<file path="config.mk">
export PLATFORM = sky130hd
export DESIGN_NAME = logger_fifo_param
export DESIGN_NICKNAME = d
export VERILOG_FILES = /design/src/rtl/logger_fifo_param.sv
export SDC_FILE = /design/constraint.sdc
export NUM_CORES = 1
export LEC_CHECK = 0
export CORE_ASPECT_RATIO = 1.5
export CORE_MARGIN = 3
export CORE_UTILIZATION = 30
export DETAILED_ROUTE_END_ITERATION = 6
export PLACE_DENSITY = 0.56
export REMOVE_ABC_BUFFERS = 1
export SYNTH_ARGS = -nofsm -noshare
export SYNTH_HDL_FRONTEND = slang
export SYNTH_SLANG_ARGS = --single-unit
</file>
<file path="constraint.sdc">
create_clock -name clk -period 6.3 [get_ports clk]
set_clock_uncertainty 0.1 [all_clocks]
set_input_delay 1.26 -clock clk [delete_from_list [all_inputs] [get_ports clk]]
set_output_delay 1.26 -clock clk [all_outputs]
set_load 0.02 [all_outputs]
</file>
<file path="src/rtl/logger_fifo_param.sv">
// rtl/logger_fifo_param.sv - parametrised synchronous logger FIFO with flags and sticky errors
//
// Optional feature macro: LOGGER_TIMESTAMP_EN (timestamp capture per word, read_ts port)
//
// Ports:
//   clk, reset          single rising-edge clock, synchronous active-high reset
//   write_enable/data   writer side (capture front-end)
//   read_enable         reader request (UART transmit path)
//   read_data/valid     registered read word and its one-cycle strobe
//   full, empty         occupancy extremes
//   almost_full/empty   threshold flags from AF_MARGIN / AE_MARGIN
//   count               current occupancy, 0..DEPTH
//   overflow/underflow  sticky error flags, cleared by clear_errors
//   read_ts             timestamp of the read word (LOGGER_TIMESTAMP_EN only)
module logger_fifo_param #(
   parameter int DATA_W    = 32,
   parameter int DEPTH     = 16,
   parameter int AF_MARGIN = 2,
   parameter int AE_MARGIN = 2,
   parameter int TS_W      = 16
) (
   input  logic                       clk,
   input  logic                       reset,
   input  logic                       write_enable,
   input  logic [DATA_W-1:0]          write_data,
   input  logic                       read_enable,
   output logic [DATA_W-1:0]          read_data,
   output logic                       read_valid,
   output logic                       full,
   output logic                       empty,
   output logic                       almost_full,
   output logic                       almost_empty,
   output logic [$clog2(DEPTH+1)-1:0] count,
   output logic                       overflow,
   output logic                       underflow,
`ifdef LOGGER_TIMESTAMP_EN
   output logic [TS_W-1:0]            read_ts,
`endif
   input  logic                       clear_errors
);

   localparam int PTR_W = $clog2(DEPTH);
   localparam int CNT_W = $clog2(DEPTH + 1);
   localparam logic [CNT_W-1:0] FULL_LEVEL = CNT_W'(DEPTH);
   localparam logic [CNT_W-1:0] AF_LEVEL   = CNT_W'(DEPTH - AF_MARGIN);
   localparam logic [CNT_W-1:0] AE_LEVEL   = CNT_W'(AE_MARGIN);

   logic [DATA_W-1:0] mem [DEPTH];
   logic [PTR_W-1:0]  wr_ptr;
   logic [PTR_W-1:0]  rd_ptr;
   logic              wr_ok;
   logic              rd_ok;

   // Flags follow the registered count, so they lag an accepted operation by one edge.
   assign full         = (count == FULL_LEVEL);
   assign empty        = (count == '0);
   assign almost_full  = (count >= AF_LEVEL);
   assign almost_empty = (count <= AE_LEVEL);

   // A write into a full FIFO is still accepted when a read frees the head slot this cycle.
   assign rd_ok = read_enable & ~empty;
   assign wr_ok = write_enable & (~full | rd_ok);

   // Storage is deliberately not reset; stale contents are unreachable once pointers reset.
   always_ff @(posedge clk) begin
      if (!reset && wr_ok) begin
         mem[wr_ptr] <= write_data;
      end
   end

   always_ff @(posedge clk) begin
      if (reset) begin
         wr_ptr     <= '0;
         rd_ptr     <= '0;
         count      <= '0;
         read_data  <= '0;
         read_valid <= 1'b0;
         overflow   <= 1'b0;
         underflow  <= 1'b0;
      end else begin
         if (wr_ok) begin
            wr_ptr <= wr_ptr + 1'b1;
         end
         read_valid <= rd_ok;
         if (rd_ok) begin
            read_data <= mem[rd_ptr];
            rd_ptr    <= rd_ptr + 1'b1;
         end
         if (wr_ok && !rd_ok) begin
            count <= count + 1'b1;
         end else if (rd_ok && !wr_ok) begin
            count <= count - 1'b1;
         end
         // Set events take priority over a simultaneous clear.
         if (write_enable && full && !rd_ok) begin
            overflow <= 1'b1;
         end else if (clear_errors) begin
            overflow <= 1'b0;
         end
         if (read_enable && empty) begin
            underflow <= 1'b1;
         end else if (clear_errors) begin
            underflow <= 1'b0;
         end
      end
   end

`ifdef LOGGER_TIMESTAMP_EN
   logic [TS_W-1:0] ts_cnt;
   logic [TS_W-1:0] ts_mem [DEPTH];

   always_ff @(posedge clk) begin
      if (!reset && wr_ok) begin
         ts_mem[wr_ptr] <= ts_cnt;
      end
   end

   always_ff @(posedge clk) begin
      if (reset) begin
         ts_cnt  <= '0;
         read_ts <= '0;
      end else begin
         ts_cnt <= ts_cnt + 1'b1;
         if (rd_ok) begin
            read_ts <= ts_mem[rd_ptr];
         end
      end
   end
`endif

endmodule

</file>
# After elaboration in Yosys (flattened, before gate mapping)

Memories as Yosys holds them, arrays and structs flattened. A register that Yosys moved wholly into a read port is not among the register bits.
Cells that the tools add are included.

$add $sub $neg: 4
Magnitude comparators: 2
Equal/unequal tests: 1
Muxes and demuxes: 7
Bitwise gates (word level): 5
Reductions and logical operators: 13

Operators by type and width:

| cell                | count |
|---|---|
| $mux 5              | 2 |
| $add 4x1->4 const B | 2 |
| $logic_and 1x1->1   | 6 |
| $reduce_bool 2->1   | 3 |
| $add 5x1->5 const B | 1 |
| $eq 5x5->1 const B  | 1 |
| $ge 5x4->1 const B  | 1 |
| $le 5x2->1 const B  | 1 |
| $logic_not 5->1     | 1 |
| $mux 1              | 5 |
| $sub 5x1->5 const B | 1 |
| $logic_not 1->1     | 3 |
| $and 1x1->1         | 2 |
| $not 1->1           | 2 |
| $or 1x1->1          | 1 |

Register bits: 16
Memory bits (writable): 512
Bits of input ports: 37
Output and inout port bits: 44
Word-level logic and storage cells: 39
Memories: 1

Memories:

| name | depth | width | rd ports | clocked after memory_dff | wr ports | line | RTL |
|---|---|---|---|---|---|---|---|
| mem  | 16    | 32    | 1        | 1                        | 1        | 48   | `logic [DATA_W-1:0] mem [DEPTH];` |

# Longest topological paths before layout

Gate-level depths: netlist of run 1.

Depth after elaboration: 9
Depth in mapped cells: 11
Gate-level depth less buffers: 9

# Worst setup path before layout of run 1

Ideal clock, no wire load.

Path kind: input -> register
Start: input port read_enable
End: memory mem[12][0] (enable)
Library setup time: 0.421 ns
Arrival time: 3.273 ns
Data required time: 5.779 ns
Path slack: 2.506 ns
Stages on the path: 5
Buffers on the path: 1
Cell sequence: nand2b_1 o21a_1 clkbuf_1 nand2_1 nor2_1

Longest elaborated chain between the ends: 6

Ends and longest elaborated chain:

| what                         | line | RTL |
|---|---|---|
| start: declaration           | 26   | `input logic read_enable,` |
| $and 1x1->1                  | 61   | `assign rd_ok = read_enable & ~empty;` |
| $or 1x1->1                   | 62   | `assign wr_ok = write_enable & (~full \| rd_ok);` |
| $and 1x1->1                  | 62   |  |
| $logic_and 1x1->1            | 66   | `if (!reset && wr_ok) begin` |
| $mux 1                       | 66   |  |
| $mux 1 (implied by the code) | 67   | `mem[wr_ptr] <= write_data;` |
| end: declaration             | 48   |  |

Every way passes these cells.

# Final worst setup path of run 1

Start: register count[0]
End: output port empty

Longest elaborated chain between the ends: 1

Ends and longest elaborated chain:

| what                     | line | RTL |
|---|---|---|
| start: declaration       | 33   | `output logic [$clog2(DEPTH+1)-1:0] count,` |
| start signal: assignment | 90   | `count <= count + 1'b1;` |
| start signal: assignment | 92   | `count <= count - 1'b1;` |
| $logic_not 5->1          | 56   | `assign empty = (count == '0);` |
| end: declaration         | 30   | `output logic empty,` |

Every way passes these cells.

==> run metrics, run 1 <==
post-CTS setup repair buffer count 0; mux cell area share after synthesis 16.9%; Startpoint Class register; Slew @ Worst Pin 1.08 ns; CTS H-tree depth 2; crit path cell chain or4_4 > nor2_1 > clkdlybuf4s50_1; CTS max path bufs 3; largest net degree at the start of global routing 83; Synth area leader edfxtp_1; compound-gate portion of the synthesized area 2.10%; Seq/Total Area, Yosys 76.5%; Hold EP read_data[0]$_SDFFE_PP0N_; I/O Buffers 80; fin. max-slew vios 0; launching point of the worst reg2reg path count[0]$_SDFFE_PP0P_; Setup Crit Path Kind register to primary output; Hold Crit Start read_data[0]$_SDFFE_PP0N_; Num CTS Buffers 50; # nets final 1121; gpl congestion 0.691; most frequent cells in the layout edfxtp_1, mux4_2, clkdlybuf4s50_1, nor2_1, clkbuf_16; largest family of logic cells by synthesized area multiplexers; Post-Syn Instances 971; Core ar. 70300 um2; final WL 45900 um; CTS root buf clkbuf_16; Fillers 6498; Pwr per Cell Area 375 nW/um2; crit-path leading delay family simple AND/OR/NAND/NOR gates; Yosys warnings 0; Post-Synth XOR/XNOR Area 0.369%; status finished clean; drt via density 4.78; Cell Area, Synth 21300 um2; DR pass1 iterations 5; met1 usage 15.4%; FF-to-FF End count[4]$_SDFFE_PP0P_; I/O pin count 81; DP Wirelength 26400 um; Clock Pin Slew Worst Setup and Hold Paths 0.07 ns; RSZ-0062 raised after global routing false; CTS resizes 0; EDFF count, synth 512; ANT nets after route 0; clock sinks 560; synthesized-area fraction occupied by adder cells 0.621%; total grt overflow 0; Skew-Pair Late Insertion Delay 0.58 ns; Required @ worst endpoint 4.94 ns; fin crit share 60.6%; layout cell share with drive strength beyond 1 25.8%; Buf/Inv on CP 1; # rows 119; Worst EP arrival 2.46 ns; first-pass GRT wire length 69800 um; Max FO, Critical Path 10; Synth area leaders edfxtp_1, mux4_2, dfxtp_1; wire per inst 22.7 um; Fin Hold WS 0.386 ns; Leak 0.00759 uW; synthesized flop and latch total 560; Peak VDD IR 219 uV; r2r setup slk 3.06 ns; hold_buf cts 0; worst reg-to-reg path cell count 9; fin area 25000 um2; die width 224 um; Starting DRT DRC Count 643; Mean Syn Cell Area 22.0 um2; DRC Markers 0; diodes inserted 0; critical path's slowest cell or4_4; full die area 74400 um2; met3 usage 2.21%; most common cell after layout, fill and taps aside edfxtp_1; Fin. Hold Viols 0; GRT busiest layer met2; hold path cells 1; clock period minus worst slack 3.82 ns; CP peak stage delay 0.66 ns; initial antenna violation count 0; Post-Synth Simple-Gate Area 1.81%; max-cap viol count 0; relative slew slack 27.9%; fmax 262 MHz; Area after DPL 23300 um2; via count 9646; Min-Delay Path Class register to register; total track usage 12.4%; Post-synth ARST share 0%; CTS tree built; Area growth syn-to-layout 17.0%; met2 usage 21.7%; Initial Util 30.4%; number of global-route vias before repair 10500; Critical Path End Type primary output; Final Setup Violations 0; Yosys cell types 35; pre-CTS WS 1.89 ns; Final WS setup 2.48 ns; area share of the largest cell type after synthesis 72.0%; Setup TNS 0 ns; fin util 35.5%; main flop type after synthesis edfxtp_1; chip height 333 um
-- cells in the mapped netlist, types with 3 or more instances --
cell	count
nand2_1	6
buf_6	10
a21oi_1	5
buf_1	3
o211ai_1	3
mux2_2	33
dfxtp_1	48
ha_1	9
clkbuf_1	24
buf_2	12
mux2i_1	36
mux4_2	128
edfxtp_1	512
nor2_1	73
a221o_1	32
inv_1	4
buf_12	3
xor2_1	7
-- metrics by stage --
stage	total power [uW]	std cells
after floorplan	5910	919
after global placement	6370	1929
after detailed placement	6370	1929
after CTS	9520	2020
after global routing	9780	2020
final	9350	2020
-- logic make-up after synthesis --
kind of cell,count (synthesis)
xor+xnor,9
mux,197
fa+ha+maj,10
compound gates,48
buf+inv,56
flops,560
simple gates,91
-- how the worst max path moves through the flow --
stage | slack, ns | cells after the start | to | startpoint
2_1_floorplan | -0.50 | 3 | read_data[0]$_SDFFE_PP0N_ | rd_ptr[0]$_SDFFE_PP0N_
3_3_place_gp | 1.95 | 10 | count[4]$_SDFFE_PP0P_ | read_enable
3_5_place_dp | 1.89 | 6 | mem[4][9]$_DFFE_PP_ | read_enable
4_1_cts | 2.44 | 3 | empty | count[0]$_SDFFE_PP0P_
5_1_grt | 2.30 | 3 | empty | count[1]$_SDFFE_PP0P_
6_report | 2.48 | 3 | empty | count[0]$_SDFFE_PP0P_
-- layer usage --
metal / wire (um) / vias up
li1: - / 4232
met1: 18300 / 5121
met2: 24000 / 216
met3: 2040 / 77
met4: 1590 / 0
met5: 0 / -
-- registers in the layout, indices dropped and copies added, names as in the netlist --
| name | count |
|---|---|
| count | 5 |
| underflow | 1 |
| wr_ptr | 4 |
| mem | 512 |
| read_valid | 1 |
| overflow | 1 |
| read_data | 32 |
| rd_ptr | 4 |
-- cell type report --
type,instances,area (um2),area share [%]
inverters,4,15.0,0.0601
clock buffers,65,1390,5.56
repair buffers,103,998,4.00
multi-input cells,355,4800,19.2
clock inverters,26,285,1.14
well taps,907,1130,4.55
flip-flops and latches,560,16300,65.5
-- where the power goes --
part           internal [uW]  switching, uW  total [uW]
Sequential              4190            164        4350
Combinational            987            890        1880
Clock                   1800           1320        3130
No activity file was read; power rests on OpenSTA's default activity.
==> inputs of run 2 (changes only) <==
Settings changed: PLACE_DENSITY 0.56 to 0.58.
Clock period 6.3 ns to 3.5 ns, I/O delays scaled along.
==> run metrics, run 2 (synthesis results as in run 1) <==
Area growth syn-to-layout 18.5%; CTS tree built; Startpoint Class register; ANT nets after route 0 (unchanged); DP Wirelength 25300 um (-4.4%); most common cell after layout, fill and taps aside edfxtp_1; Hold EP read_data[29]$_SDFFE_PP0N_; most frequent cells in the layout edfxtp_1, mux4_2, clkdlybuf4s50_1, nor2_1, clkbuf_16; total track usage 12.3% (-0.095 points); CTS resizes 0 (unchanged); Clk network pwr share 32.9% (-0.5 points); Worst EP arrival 2.45 ns (about the same); Min-Delay Path Class register to register; # rows 119 (unchanged); CTS H-tree depth 2 (unchanged); diodes inserted 0 (unchanged); relative slew slack 32.2% (+4.2 points); r2r setup slk 0.25 ns (-2.81 ns); total grt overflow 0 (unchanged); post-CTS setup repair buffer count 0 (unchanged); # nets final 1137 (+1.4%); CTS max path bufs 3 (unchanged); clock sinks 560 (unchanged); first-pass GRT wire length 69200 um (-0.84%); largest net degree at the start of global routing 44 (-47%); Largest register FFs 512 (unchanged); fin util 36.0% (+0.47 points); Fin. Hold Viols 0 (unchanged); Slew @ Worst Pin 1.01 ns (-0.0684 ns); biggest regs mem x512, read_data x32, count x5; fmax 308 MHz; die width 224 um (unchanged); Core ar. 70300 um2 (unchanged); full die area 74400 um2 (unchanged); gpl congestion 0.732 (+6.0%); Pint 12500 uW (+79%); Hold Crit Start read_data[29]$_SDFFE_PP0N_; via count 9801 (+1.6%); Required @ worst endpoint 2.70 ns (-2.24 ns); Tot Pwr 16800 uW (+79%); Initial Util 30.4% (unchanged); fin area 25300 um2 (+1.3%); final WL 45800 um (-0.34%); layout cell share with drive strength beyond 1 26.4% (+0.59 points); initial antenna violation count 3 (+3); Max FO, Critical Path 10 (unchanged); area of the multi-input gates 4800 um2 (unchanged); hold path cells 1 (unchanged); DR pass1 iterations 4 (-1); Setup crit start count[0]$_SDFFE_PP0P_; Leak 0.00769 uW (+1.3%); Peak VDD IR 398 uV (+82%); Fillers 6465 (-0.51%); Fin Hold WS 0.386 ns (-0.000236 ns); wire per inst 22.5 um (-1.2%); Pwr per Cell Area 663 nW/um2 (+77%); Sw Share 25.4% (-0.050 points); status finished clean; Critical Path End Type primary output; Top reg by flops mem; clock period minus worst slack 3.25 ns; Register Area 16300 um2 (unchanged); DRC Markers 0 (unchanged); sequential power share 46.3% (-0.2 points); I/O Buffers 80 (unchanged); Final Setup Violations 0 (unchanged); launching point of the worst reg2reg path count[0]$_SDFFE_PP0P_; number of global-route vias before repair 10800 (+2.9%); chip height 333 um (unchanged); Starting DRT DRC Count 877 (+36%); CTS root buf clkbuf_16; I/O pin count 81 (unchanged); Skew-Pair Late Insertion Delay 0.57 ns (about the same); fin. max-slew vios 0 (unchanged); Comb power frac 20.9% (+0.8 points); FF-to-FF End count[4]$_SDFFE_PP0P_; hold_buf cts 0 (unchanged); net load switching power 4260 uW (+79%); max-cap viol count 0 (unchanged); RSZ-0062 raised after global routing false; Area after DPL 23700 um2 (+1.6%); worst reg-to-reg path cell count 9 (unchanged); Num CTS Buffers 50 (unchanged); drt via density 4.81 (+0.76%); fin crit share 92.8%; Setup Crit Path Kind register to primary output; Clock Pin Slew Worst Setup and Hold Paths 0.07 ns (about the same)
## run 2: layout make-up
type | count | share of cell area, %
flip-flops and latches | 560 | 64.6
clock buffers | 61 | 5.19
inverters | 4 | 0.0594
repair buffers | 119 | 5.41
clock inverters | 31 | 1.27
well taps | 907 | 4.49
multi-input cells | 355 | 19.0
## run 2: through the flow
| step | instances | worst slack, ns | setup TNS (ns) |
|---|---|---|---|
| 4_1_cts | 2037 | 0.209 | 0 |
| 3_3_place_gp | 1945 | 0.193 | 0 |
| 6_report | 2037 | 0.251 | 0 |
| 2_1_floorplan | 919 | -3.30 | -116.22 |
| 3_5_place_dp | 1945 | 0.175 | 0 |
| 5_1_grt | 2037 | 0.0207 | 0 |
## run 2: routing by layer
metal  track usage, %  up-vias  share of wire [%]
met5                0        -              0.083
met4             3.31        6                2.1
met3             2.04       67                3.9
met2             21.9      177                 52
met1             15.6     5282                 42
li1                 -     4269                  -
## run 2: worst max path at each step
stage                                      endpoint  slack (ns)  cells past startpoint
after floorplan           read_data[0]$_SDFFE_PP0N_       -3.30                      3
after global placement        count[4]$_SDFFE_PP0P_        0.19                     10
after detailed placement      count[4]$_SDFFE_PP0P_        0.17                     10
after CTS                                     empty        0.21                      3
after global routing          count[4]$_SDFFE_PP0P_        0.02                      9
final                                         empty        0.25                      3
## run 2: power groups by stage
stage | sequential (uW) | clock [uW] | combinational, uW
finish | 7760 | 5510 | 3500
global route | 7790 | 5880 | 3820
CTS | 7770 | 5650 | 3600
detailed placement | 7920 | 0 | 3590
global placement | 7910 | 0 | 3560
floorplan | 8290 | 0 | 1840
## run 2: worst max-delay path, stage by stage (launching register included)
cell and delay (ns):
dfxtp_1 0.38, or4_4 0.66, nor2_1 0.19, clkdlybuf4s50_1 0.64
==> inputs of run 3 (changes only) <==
Settings changed: ABC_AREA set to 1, PLACE_DENSITY 0.58 to 0.56.
Clock period 3.5 ns to 3.02 ns, I/O delays scaled along.
==> run metrics, run 3 <==
drt via density 4.57 (-5.0%); top layer in use met5; Area growth syn-to-layout 15.7%; Critical Path End Type primary output; total track usage 14.7% (+2.4 points); CTS resizes 0 (unchanged); full die area 83000 um2 (+12%); Seq/Total Area, Yosys 68.5% (-8.1 points); # rows 126 (+5.9%); Fin. Hold Viols 0 (unchanged); main flop type after synthesis edfxtp_1; # nets final 2429 (+110%); number of global-route vias before repair 15900 (+47%); Min-Delay Path Class register to register; Top reg by flops mem; largest net degree at the start of global routing 155 (+250%); Synth area leaders edfxtp_1, nand2_1, nand3_1; CTS tree built; most common cell after layout, fill and taps aside nand2_1; Leak 0.0112 uW (+46%); Slew @ Worst Pin 0.833 ns (-0.179 ns); max-cap viol count 0 (unchanged); post-CTS setup repair buffer count 0 (unchanged); Setup TNS 0 ns (unchanged); fin area 27600 um2 (+9.2%); Synth area leader edfxtp_1; DP Wirelength 36500 um (+44%); fmax 358 MHz; hold_buf cts 0 (unchanged); Setup Crit Path Kind register to primary output; r2r setup slk 0.61 ns (+0.36 ns); CTS max path bufs 3 (unchanged); CTS H-tree depth 2 (unchanged); Post-synth ARST share 0% (unchanged); count leader, synth nand2_1; I/O Buffers 80 (unchanged); Largest register FFs 512 (unchanged); synthesized flop and latch total 560 (unchanged); Pwr per Cell Area 735 nW/um2 (+11%); Peak VDD IR 411 uV (+3.2%); Mean Syn Cell Area 10.4 um2 (-53%); Cell Area, Synth 23900 um2 (+12%); Clock Pin Slew Worst Setup and Hold Paths 0.06 ns (about the same); Max FO, Critical Path 7 (-3); Worst EP arrival 2.09 ns (-0.36 ns); Met1 Wirelength 24900 um (+31%); Tot Pwr 20300 uW (+21%); I/O pin count 81 (unchanged); chip height 351 um (+5.6%); top cells by count, synth nand2_1, edfxtp_1, nand3_1, inv_1, nor2_1; Initial Util 30.3% (-0.098 points); Yosys warnings 0 (unchanged); Area after DPL 25900 um2 (+9.6%); Fin Hold WS 0.378 ns (-0.00759 ns); RSZ-0062 raised after global routing false; wire per inst 18.0 um (-20%); Final Setup Violations 0 (unchanged); DRC Markers 0 (unchanged); fin. max-slew vios 0 (unchanged); via count 15800 (+61%); Required @ worst endpoint 2.32 ns (-0.38 ns); status finished clean; gpl congestion 0.818 (+12%); relative slew slack 44.3% (+12 points); total grt overflow 0 (unchanged); biggest regs mem x512, read_data x32, count x5; ANT nets after route 0 (unchanged); Startpoint Class register; final WL 62000 um (+35%); fin crit share 92.5%; Starting DRT DRC Count 1013 (+16%); Met2 Routed Length 31900 um (+33%); DR pass1 iterations 5 (+1); EDFF count, synth 512 (unchanged); WL met3 2920 um (+63%); layout cell share with drive strength beyond 1 7.22% (-19 points); initial antenna violation count 4 (+1); die width 236 um (+5.6%); area share of the largest cell type after synthesis 64.4% (-7.6 points); clock period minus worst slack 2.79 ns; first-pass GRT wire length 94300 um (+36%); CTS root buf clkbuf_16; clock sinks 560 (unchanged); Num CTS Buffers 51 (+2.0%); Skew-Pair Late Insertion Delay 0.60 ns (+0.03 ns); Core ar. 78800 um2 (+12%); Yosys cell types 27 (-23%); most frequent cells in the layout nand2_1, edfxtp_1, nand3_1, inv_1, clkdlybuf4s50_1; Post-Syn Instances 2305 (+140%)
[run 3: cell types whose count changed in the layout (fill, tap and decap cells not counted), moves of 34 or more]
cell     delta
nand2_1   +815
buf_4      +34
mux2i_1    -36
mux4_2    -128
inv_1     +300
nand3_1   +361
[run 3: worst paths after layout]
check | start | endpoint | cells past startpoint
worst max register to register | count[1]$_SDFFE_PP0P_ | count[4]$_SDFFE_PP0P_ | 13
worst min register to register | overflow$_SDFFE_PP0P_ | overflow$_SDFFE_PP0P_ | 2
worst max-delay path | count[1]$_SDFFE_PP0P_ | almost_empty | 2
worst min-delay path | overflow$_SDFFE_PP0P_ | overflow$_SDFFE_PP0P_ | 2
[run 3: routing by layer]
metal | up-vias | track usage (%)
met5 | - | 0
met4 | 4 | 5.66
met3 | 117 | 1.98
met2 | 392 | 26.9
met1 | 7625 | 17.5
li1 | 7621 | -
[run 3: layout make-up]
type	count	area, um2
tap	1024	1280
clock inverter	27	278
clock buffer	67	1420
antenna	1	2.50
timing repair buffer	143	1420
inverter	310	1170
sequential	560	16300
multi-input combinational	1316	5700
fill	7795	51200
[run 3: metrics by stage]
stage	util (%)	instances	setup slack, ns
finish	35.0	3448	0.228
global route	35.0	3447	0.113
CTS	35.0	3447	0.178
detailed placement	32.9	3353	0.143
global placement	32.9	3353	0.123
floorplan	-	2186	-4.39
[run 3: power by group]
part | switching, uW | internal [uW] | total, uW
registers | 203 | 8720 | 8930
logic | 3200 | 1580 | 4780
clock network | 2860 | 3740 | 6600
[run 3: kinds of logic (layout without fill, tap and decap cells)]
family,Yosys count,after routing,share of synthesized area (%)
AO/OA/AOI/OAI,26,26,0.587
flip-flops,560,560,68.5
XOR/XNOR,6,6,0.220
AND/OR/NAND/NOR,1274,1274,22.0
buffers and inverters,429,547,8.15
adder cells (fa/ha/maj),10,10,0.556
other,0,1,0
[run 3: critical path, cell delays in order, from the launching register on]
cell and delay (ns):
dfxtp_1 0.40, a2111oi_0 0.43, clkdlybuf4s50_1 0.68
